==> src/rtl/conv_engine_param.sv <==
// conv_engine_param: self-sequenced K x K stride-1 valid convolution over an
// N x N image held in a shared word-addressed memory. A single multiply-
// accumulate is performed per cycle. Results are shifted, saturated to DW
// bits and packed EPW per memory word before being written back.
module conv_engine_param #(
    parameter int DW    = 8,
    parameter int MW    = 32,
    parameter int K     = 4,
    parameter int N     = 16,
    parameter int AW    = 7,
    parameter int SHIFT = 4,
    parameter int ACCW  = 2*DW + $clog2(K*K)
) (
    input  logic          clk,
    input  logic          rst,
    input  logic          start,
    input  logic          signed_mode,
    input  logic [AW-1:0] filt_base,
    input  logic [AW-1:0] in_base,
    input  logic [AW-1:0] out_base,
    input  logic [MW-1:0] mem_rdata,
    output logic [AW-1:0] mem_addr,
    output logic          mem_re,
    output logic          mem_we,
    output logic [MW-1:0] mem_wdata,
    output logic          busy,
    output logic          done
);

    localparam int EPW = MW / DW;           // elements per memory word
    localparam int FW  = (K * K) / EPW;     // filter words
    localparam int RW  = N / EPW;           // words per image row
    localparam int M   = N - K + 1;         // output dimension
    localparam int KIW = (K > 1) ? $clog2(K) : 1;
    localparam int NIW = (N > 1) ? $clog2(N) : 1;
    localparam int CW  = $clog2(K*K + N + M*M + 2) + 1;

    typedef enum logic [2:0] {
        S_IDLE, S_LOAD_F, S_LOAD_ROW, S_CALC, S_FIN, S_WRITE, S_DONE
    } state_t;

    state_t state_q, state_d;

    // Job parameters latched at start
    logic          smode_q;
    logic [AW-1:0] filt_base_q;
    logic [AW-1:0] out_base_q;
    logic [AW-1:0] row_addr_q;     // base address of the next image row to load

    // Load sequencing and read-return tracking
    logic [CW-1:0] rd_cnt_q;
    logic          rd_pend_q;
    logic          rd_filt_q;
    logic [CW-1:0] rd_idx_q;
    logic [CW-1:0] ld_row_q;       // image rows loaded so far in this job

    // Compute position
    logic [KIW-1:0] ti_q, tj_q;
    logic [NIW-1:0] col_q;
    logic [CW-1:0]  row_q;
    logic [CW-1:0]  lane_q;
    logic [CW-1:0]  word_q;
    logic [ACCW-1:0] acc_q;
    logic [MW-1:0]  pack_q;

    logic [DW-1:0] filt_q [K][K];
    logic [DW-1:0] win_q  [K][N];

    // Derived control
    logic ld_f_end, ld_r_end, tap_first, tap_last, col_last, out_last, need_wr, adv;

    assign ld_f_end  = (state_q == S_LOAD_F)   && (rd_cnt_q == CW'(FW));
    assign ld_r_end  = (state_q == S_LOAD_ROW) && (rd_cnt_q == CW'(RW));
    assign tap_first = (ti_q == '0) && (tj_q == '0);
    assign tap_last  = (ti_q == KIW'(K-1)) && (tj_q == KIW'(K-1));
    assign col_last  = (col_q == NIW'(M-1));
    assign out_last  = col_last && (row_q == CW'(M-1));
    assign need_wr   = (lane_q == CW'(EPW-1)) || out_last;
    assign adv       = ((state_q == S_FIN) && !need_wr) || (state_q == S_WRITE);

    // MAC operand selection and extension to accumulator width
    logic [NIW-1:0]  wc;
    logic [DW-1:0]   f_el, x_el;
    logic [ACCW-1:0] f_ext, x_ext, prod;

    assign wc    = col_q + NIW'(tj_q);
    assign f_el  = filt_q[ti_q][tj_q];
    assign x_el  = win_q[ti_q][wc];
    assign f_ext = smode_q ? {{(ACCW-DW){f_el[DW-1]}}, f_el} : {{(ACCW-DW){1'b0}}, f_el};
    assign x_ext = smode_q ? {{(ACCW-DW){x_el[DW-1]}}, x_el} : {{(ACCW-DW){1'b0}}, x_el};
    assign prod  = f_ext * x_ext;

    // Shift kept in separate assigns so the signed shift stays arithmetic
    logic signed [ACCW-1:0] sh_s;
    logic        [ACCW-1:0] sh_u;
    logic        [DW-1:0]   res;

    assign sh_s = $signed(acc_q) >>> SHIFT;
    assign sh_u = acc_q >> SHIFT;

    // Saturate the shifted accumulator to the DW-bit output range
    always_comb begin
        res = '0;
        if (smode_q) begin
            if ((&sh_s[ACCW-1:DW-1]) || !(|sh_s[ACCW-1:DW-1]))
                res = sh_s[DW-1:0];
            else if (sh_s[ACCW-1])
                res = {1'b1, {(DW-1){1'b0}}};
            else
                res = {1'b0, {(DW-1){1'b1}}};
        end else begin
            if (|sh_u[ACCW-1:DW])
                res = '1;
            else
                res = sh_u[DW-1:0];
        end
    end

    // FSM state register
    always_ff @(posedge clk or negedge rst) begin
        if (!rst) state_q <= S_IDLE;
        else      state_q <= state_d;
    end

    // FSM next-state logic
    always_comb begin
        state_d = state_q;
        case (state_q)
            S_IDLE:     if (start) state_d = S_LOAD_F;
            S_LOAD_F:   if (ld_f_end) state_d = S_LOAD_ROW;
            S_LOAD_ROW: if (ld_r_end) state_d = (ld_row_q < CW'(K-1)) ? S_LOAD_ROW : S_CALC;
            S_CALC:     if (tap_last) state_d = S_FIN;
            S_FIN: begin
                if (need_wr)       state_d = S_WRITE;
                else if (col_last) state_d = S_LOAD_ROW;
                else               state_d = S_CALC;
            end
            S_WRITE: begin
                if (out_last)      state_d = S_DONE;
                else if (col_last) state_d = S_LOAD_ROW;
                else               state_d = S_CALC;
            end
            S_DONE:  state_d = S_IDLE;
            default: state_d = S_IDLE;
        endcase
    end

    // FSM outputs; all derive from registered state so reset clears them at once
    always_comb begin
        mem_re    = ((state_q == S_LOAD_F)   && (rd_cnt_q < CW'(FW))) ||
                    ((state_q == S_LOAD_ROW) && (rd_cnt_q < CW'(RW)));
        mem_we    = (state_q == S_WRITE);
        mem_wdata = (state_q == S_WRITE) ? pack_q : '0;
        mem_addr  = '0;
        if (state_q == S_LOAD_F && mem_re)
            mem_addr = filt_base_q + AW'(rd_cnt_q);
        else if (state_q == S_LOAD_ROW && mem_re)
            mem_addr = row_addr_q + AW'(rd_cnt_q);
        else if (state_q == S_WRITE)
            mem_addr = out_base_q + AW'(word_q);
        busy = (state_q != S_IDLE);
        done = (state_q == S_DONE);
    end

    // Remember which element slot the in-flight read will fill
    always_ff @(posedge clk or negedge rst) begin
        if (!rst) begin
            rd_pend_q <= 1'b0;
            rd_filt_q <= 1'b0;
            rd_idx_q  <= '0;
        end else begin
            rd_pend_q <= mem_re;
            rd_filt_q <= (state_q == S_LOAD_F);
            rd_idx_q  <= rd_cnt_q;
        end
    end

    // Filter registers, filled from returning filter words
    always_ff @(posedge clk or negedge rst) begin
        if (!rst) begin
            for (int i = 0; i < K; i++)
                for (int j = 0; j < K; j++)
                    filt_q[i][j] <= '0;
        end else if (rd_pend_q && rd_filt_q) begin
            for (int i = 0; i < K; i++)
                for (int j = 0; j < K; j++)
                    if (rd_idx_q == CW'((i*K + j) / EPW))
                        filt_q[i][j] <= mem_rdata[DW*((i*K + j) % EPW) +: DW];
        end
    end

    // Line buffer: shift up on row-load entry, new row lands in the bottom row
    always_ff @(posedge clk or negedge rst) begin
        if (!rst) begin
            for (int i = 0; i < K; i++)
                for (int n = 0; n < N; n++)
                    win_q[i][n] <= '0;
        end else begin
            if (state_q == S_LOAD_ROW && rd_cnt_q == '0)
                for (int i = 0; i < K-1; i++)
                    win_q[i] <= win_q[i+1];
            if (rd_pend_q && !rd_filt_q)
                for (int n = 0; n < N; n++)
                    if (rd_idx_q == CW'(n / EPW))
                        win_q[K-1][n] <= mem_rdata[DW*(n % EPW) +: DW];
        end
    end

    // Job sequencing counters, accumulator and output packing
    always_ff @(posedge clk or negedge rst) begin
        if (!rst) begin
            smode_q     <= 1'b0;
            filt_base_q <= '0;
            out_base_q  <= '0;
            row_addr_q  <= '0;
            rd_cnt_q    <= '0;
            ld_row_q    <= '0;
            ti_q        <= '0;
            tj_q        <= '0;
            col_q       <= '0;
            row_q       <= '0;
            lane_q      <= '0;
            word_q      <= '0;
            acc_q       <= '0;
            pack_q      <= '0;
        end else begin
            if (state_q == S_IDLE && start) begin
                smode_q     <= signed_mode;
                filt_base_q <= filt_base;
                row_addr_q  <= in_base;
                out_base_q  <= out_base;
                ld_row_q    <= '0;
                ti_q        <= '0;
                tj_q        <= '0;
                col_q       <= '0;
                row_q       <= '0;
                lane_q      <= '0;
                word_q      <= '0;
                acc_q       <= '0;
                pack_q      <= '0;
            end

            if ((state_q == S_LOAD_F && !ld_f_end) || (state_q == S_LOAD_ROW && !ld_r_end))
                rd_cnt_q <= rd_cnt_q + CW'(1);
            else
                rd_cnt_q <= '0;

            if (ld_r_end) begin
                ld_row_q   <= ld_row_q + CW'(1);
                row_addr_q <= row_addr_q + AW'(RW);
            end

            if (state_q == S_CALC) begin
                acc_q <= tap_first ? prod : (acc_q + prod);
                if (tj_q == KIW'(K-1)) begin
                    tj_q <= '0;
                    ti_q <= (ti_q == KIW'(K-1)) ? '0 : (ti_q + KIW'(1));
                end else begin
                    tj_q <= tj_q + KIW'(1);
                end
            end

            if (state_q == S_FIN)
                for (int p = 0; p < EPW; p++)
                    if (lane_q == CW'(p))
                        pack_q[DW*p +: DW] <= res;

            if (state_q == S_WRITE) begin
                pack_q <= '0;
                word_q <= word_q + CW'(1);
            end

            if (adv) begin
                lane_q <= (lane_q == CW'(EPW-1)) ? '0 : (lane_q + CW'(1));
                if (col_last) begin
                    col_q <= '0;
                    row_q <= row_q + CW'(1);
                end else begin
                    col_q <= col_q + NIW'(1);
                end
            end
        end
    end

endmodule

==> config.mk <==
export PLATFORM = sky130hd
export DESIGN_NAME = conv_engine_param
export DESIGN_NICKNAME = d
export VERILOG_FILES = /design/src/rtl/conv_engine_param.sv
export SDC_FILE = /design/constraint.sdc
export NUM_CORES = 2
export LEC_CHECK = 0
export BUFFER_PORTS_ARGS = -buffer_cell sky130_fd_sc_hd__buf_2
export CAP_MARGIN = 5
export CELL_PAD_IN_SITES_DETAIL_PLACEMENT = 1
export CELL_PAD_IN_SITES_GLOBAL_PLACEMENT = 2
export CORE_MARGIN = 1.5
export CORE_UTILIZATION = 49
export DETAILED_ROUTE_END_ITERATION = 8
export HOLD_SLACK_MARGIN = 0.03
export PLACE_DENSITY = 0.92
export SYNTH_ARGS = -nofsm -noshare
export SYNTH_HDL_FRONTEND = slang
export SYNTH_SLANG_ARGS = --single-unit
==> constraint.sdc <==
create_clock -name clk -period 25.1 [get_ports clk]
set_input_delay 2.51 -clock clk [delete_from_list [all_inputs] [get_ports clk]]
set_output_delay 2.51 -clock clk [all_outputs]
set_load 0.1 [all_outputs]
==> impl_metrics.ini <==
[sta]
setup_tns_ns = 0
setup_viol = 0
hold_violations = 0
post-route-period-util_pct = 43.5
fmax_mhz = 91.5
drv_slew = 0
whs_ns = 0.432
worst_pin_slew_ns = 1.19
slew-limit-headroom_pct = 20.9
skew_ns = 0.0243
finalCriticalPeriod_ns = 10.93
rsz0062_at_grt = false

[detailed_routing]
drt_iter0_drc = 1389
remaining_drc_errors = 0
wl_per_cell_microns = 24.5
antenna_left = 0
vias = 26100
viasPerCell = 5.93
routed_wirelength_microns = 108000
drtPass1Iterations = 5

[layout]
drive_gt1_share_pct = 34.5
syn_to_final_growth_pct = 10.5
nFillCells = 8176
final_cells = 4405
multi_input_area_sq_um = 20800
nets = 3499
design_area_sq_um = 46100
seq_area_sq_um = 19500

[floorplanning]
dieArea_sq_um = 86900
die_h_microns = 295
die_w_microns = 295
core_region_area_sq_um = 84000
row_count = 106
start_util_pct = 49.7
ioPinCount = 100

[yosys]
yosysSeqAreaShare_pct = 46.7
syn_avg_cell_area_sq_um = 13.2
synth_ff_type = dfrtp_1
synthArstFlopShare_pct = 100
synth_warnings = 0
synth.distinct_cells = 71
ys_ff_latch = 779
synth_area_sq_um = 41700
synth_fp_nets = 3449
synth-edff-count = 0
syn-instance-count = 3151

[hold_path]
holdCritStartpoint = rd_cnt_q[8]$_DFF_PN0_
whs_endpoint = rd_idx_q[8]$_DFF_PN0_
whs_path_depth = 0
hold_path_class = flip-flop to flip-flop

[placed_design]
postPlaceCellArea_sq_um = 43300
place.gp.congestion = 0.846
dp_hpwl_microns = 67600
port_buffers = 99
place_inst = 4249

[clocking]
cts_hold_buf = 0
cts_root_buffer = clkbuf_16
post_cts_buffers = 0
clkLatencyLatePin_ns = 0.65
numCtsBuffers = 84
clock_path_buffers = 3
cts.sinks = 779
clk_pin_slew_ns = 0.06
htreeDepth = 3
cts_tree = built
cts_resized = 0

[global_route]
overflow = 0
grt_pass1_vias = 29700
antenna_found_initial = 8
grt_util_all_layers_pct = 25.6
grt_start_max_net_pins = 181
grt_pass1_wl_microns = 173000

[setup_path]
cp_top_family = adder cells
reg2reg_to = acc_q[19]$_DFFE_PN0P_
crit_buf_inv = 8
critPathKind = flip-flop to flip-flop
cp_data_required_time_ns = 25.61
crit_arrival_ns = 11.44
crit_path_frequent_cell = inv_1
cp_max_fo = 40
r2r_start = ti_q[0]$_DFF_PN0_
crit_slowest_cell = dfrtp_4
reg2regPathDepth = 35
r2r_slack_ns = 14.17
crit_path_end_kind = flip-flop
startpoint_type = flip-flop
max_stage_delay_ns = 0.89

[outcome]
status = finished clean

[job]
drv_cap = 0
[final cells by class]
class | count | share of cell area, %
clock inverters | 31 | 0.871
multi-input cells | 1988 | 45.1
repair buffers | 135 | 1.71
inverters | 213 | 1.73
well taps | 1134 | 3.08
clock buffers | 122 | 5.22
flip-flops and latches | 779 | 42.3
diodes | 3 | 0.0163
[per-layer routing]
layer	vias up	part of all wire (%)	track usage (%)
li1	11400	-	-
met1	14100	42	32.7
met2	481	52	45.4
met3	175	3.3	3.12
met4	4	2.5	7.82
met5	-	0.022	0
[cells in the mapped netlist (14+ instances only)]
cell type  instances  area share, %
dfrtp_1          779             47
mux2_2           642             17
inv_1            211            1.9
mux4_2           193             10
nand2_1          193            1.7
ha_1             126            3.8
nor2_1           125            1.1
clkbuf_1         120            1.1
fa_1             115            5.5
o21ai_0          105            1.3
nand3_1           64           0.77
a21oi_1           53           0.64
and3_1            50           0.75
xnor2_1           47           0.99
a31oi_1           28           0.42
xor2_1            28           0.59
and2_1            27           0.40
buf_1             20           0.18
buf_2             18           0.22
o31ai_1           16           0.29
nand4_1           15           0.22
mux2i_1           14           0.34
[how the worst max path moves through the flow]
stage | start | endpoint | slack [ns] | depth (start not counted)
2_1_floorplan | col_q[0]$_DFFE_PN0P_ | acc_q[19]$_DFFE_PN0P_ | 15.69 | 36
3_3_place_gp | ti_q[0]$_DFF_PN0_ | acc_q[19]$_DFFE_PN0P_ | 14.39 | 34
3_5_place_dp | ti_q[0]$_DFF_PN0_ | acc_q[19]$_DFFE_PN0P_ | 14.12 | 35
4_1_cts | ti_q[0]$_DFF_PN0_ | acc_q[19]$_DFFE_PN0P_ | 14.08 | 35
5_1_grt | ti_q[0]$_DFF_PN0_ | acc_q[19]$_DFFE_PN0P_ | 13.38 | 35
6_report | ti_q[0]$_DFF_PN0_ | acc_q[19]$_DFFE_PN0P_ | 14.17 | 35
[logic make-up (layout without fill, tap and decap cells)]
kind of cell             Yosys count  in the layout  share of synthesized area (%)
XOR/XNOR                          76             76                           1.63
adder cells (fa/ha/maj)          241            241                           9.30
AO/OA/AOI/OAI                    277            277                           4.03
flip-flops                       779            779                           46.7
buffers and inverters            384            501                           3.70
other                              0              3                              0
AND/OR/NAND/NOR                  536            536                           6.01
multiplexers                     858            858                           28.6
[worst reg2reg max path: cells and delay by family, from the launching register on]
kind            cells  cell delay [ns]
xor+xnor            2             0.29
fa+ha+maj           9             3.23
simple gates        4             1.00
mux                 4             1.98
compound gates      8             1.64
buf+inv             8             1.73
flops               1             0.89
[sequential cells by signal (all words and copies together), names as in the netlist, 3 cells and up]
register / flops
win_q: 512
filt_q: 128
pack_q: 32
acc_q: 20
lane_q: 9
ld_row_q: 9
rd_cnt_q: 9
rd_idx_q: 9
row_q: 9
filt_base_q: 7
out_base_q: 7
row_addr_q: 7
word_q: 7
col_q: 4
state_q: 3
[cells in the final DEF, fill, tap and decap left out, types with 6 or more instances in the layout]
master and count:
dfrtp_1 777, mux2_2 642, inv_1 211, mux4_2 193
nand2_1 190, ha_1 125, nor2_1 123, fa_1 114
o21ai_0 105, buf_2 98, clkbuf_16 85, nand3_1 63
a21oi_1 53, and3_1 50, xnor2_1 46, buf_4 35
a31oi_1 28, and2_1 27, xor2_1 27, clkbuf_1 23
o31ai_1 16, nand4_1 15, mux2i_1 14, clkbuf_8 14
a21o_1 13, clkinv_2 12, nor3_1 8, mux4_1 8
nand3b_1 7, o211ai_1 7, nor4_1 6, o21bai_1 6
nand2b_1 6, nor2b_1 6, bufinv_16 6
[metrics by stage]
stage / util [%] / worst slack, ns
2_1_floorplan: - / 15.69
3_3_place_gp: 51.5 / 14.39
3_5_place_dp: 51.5 / 14.12
4_1_cts: 54.9 / 14.08
5_1_grt: 54.9 / 13.38
6_report: 54.9 / 14.17
Power is not shown: default switching activity piles up to over one toggle a cycle in this logic, so the estimate is an artifact.
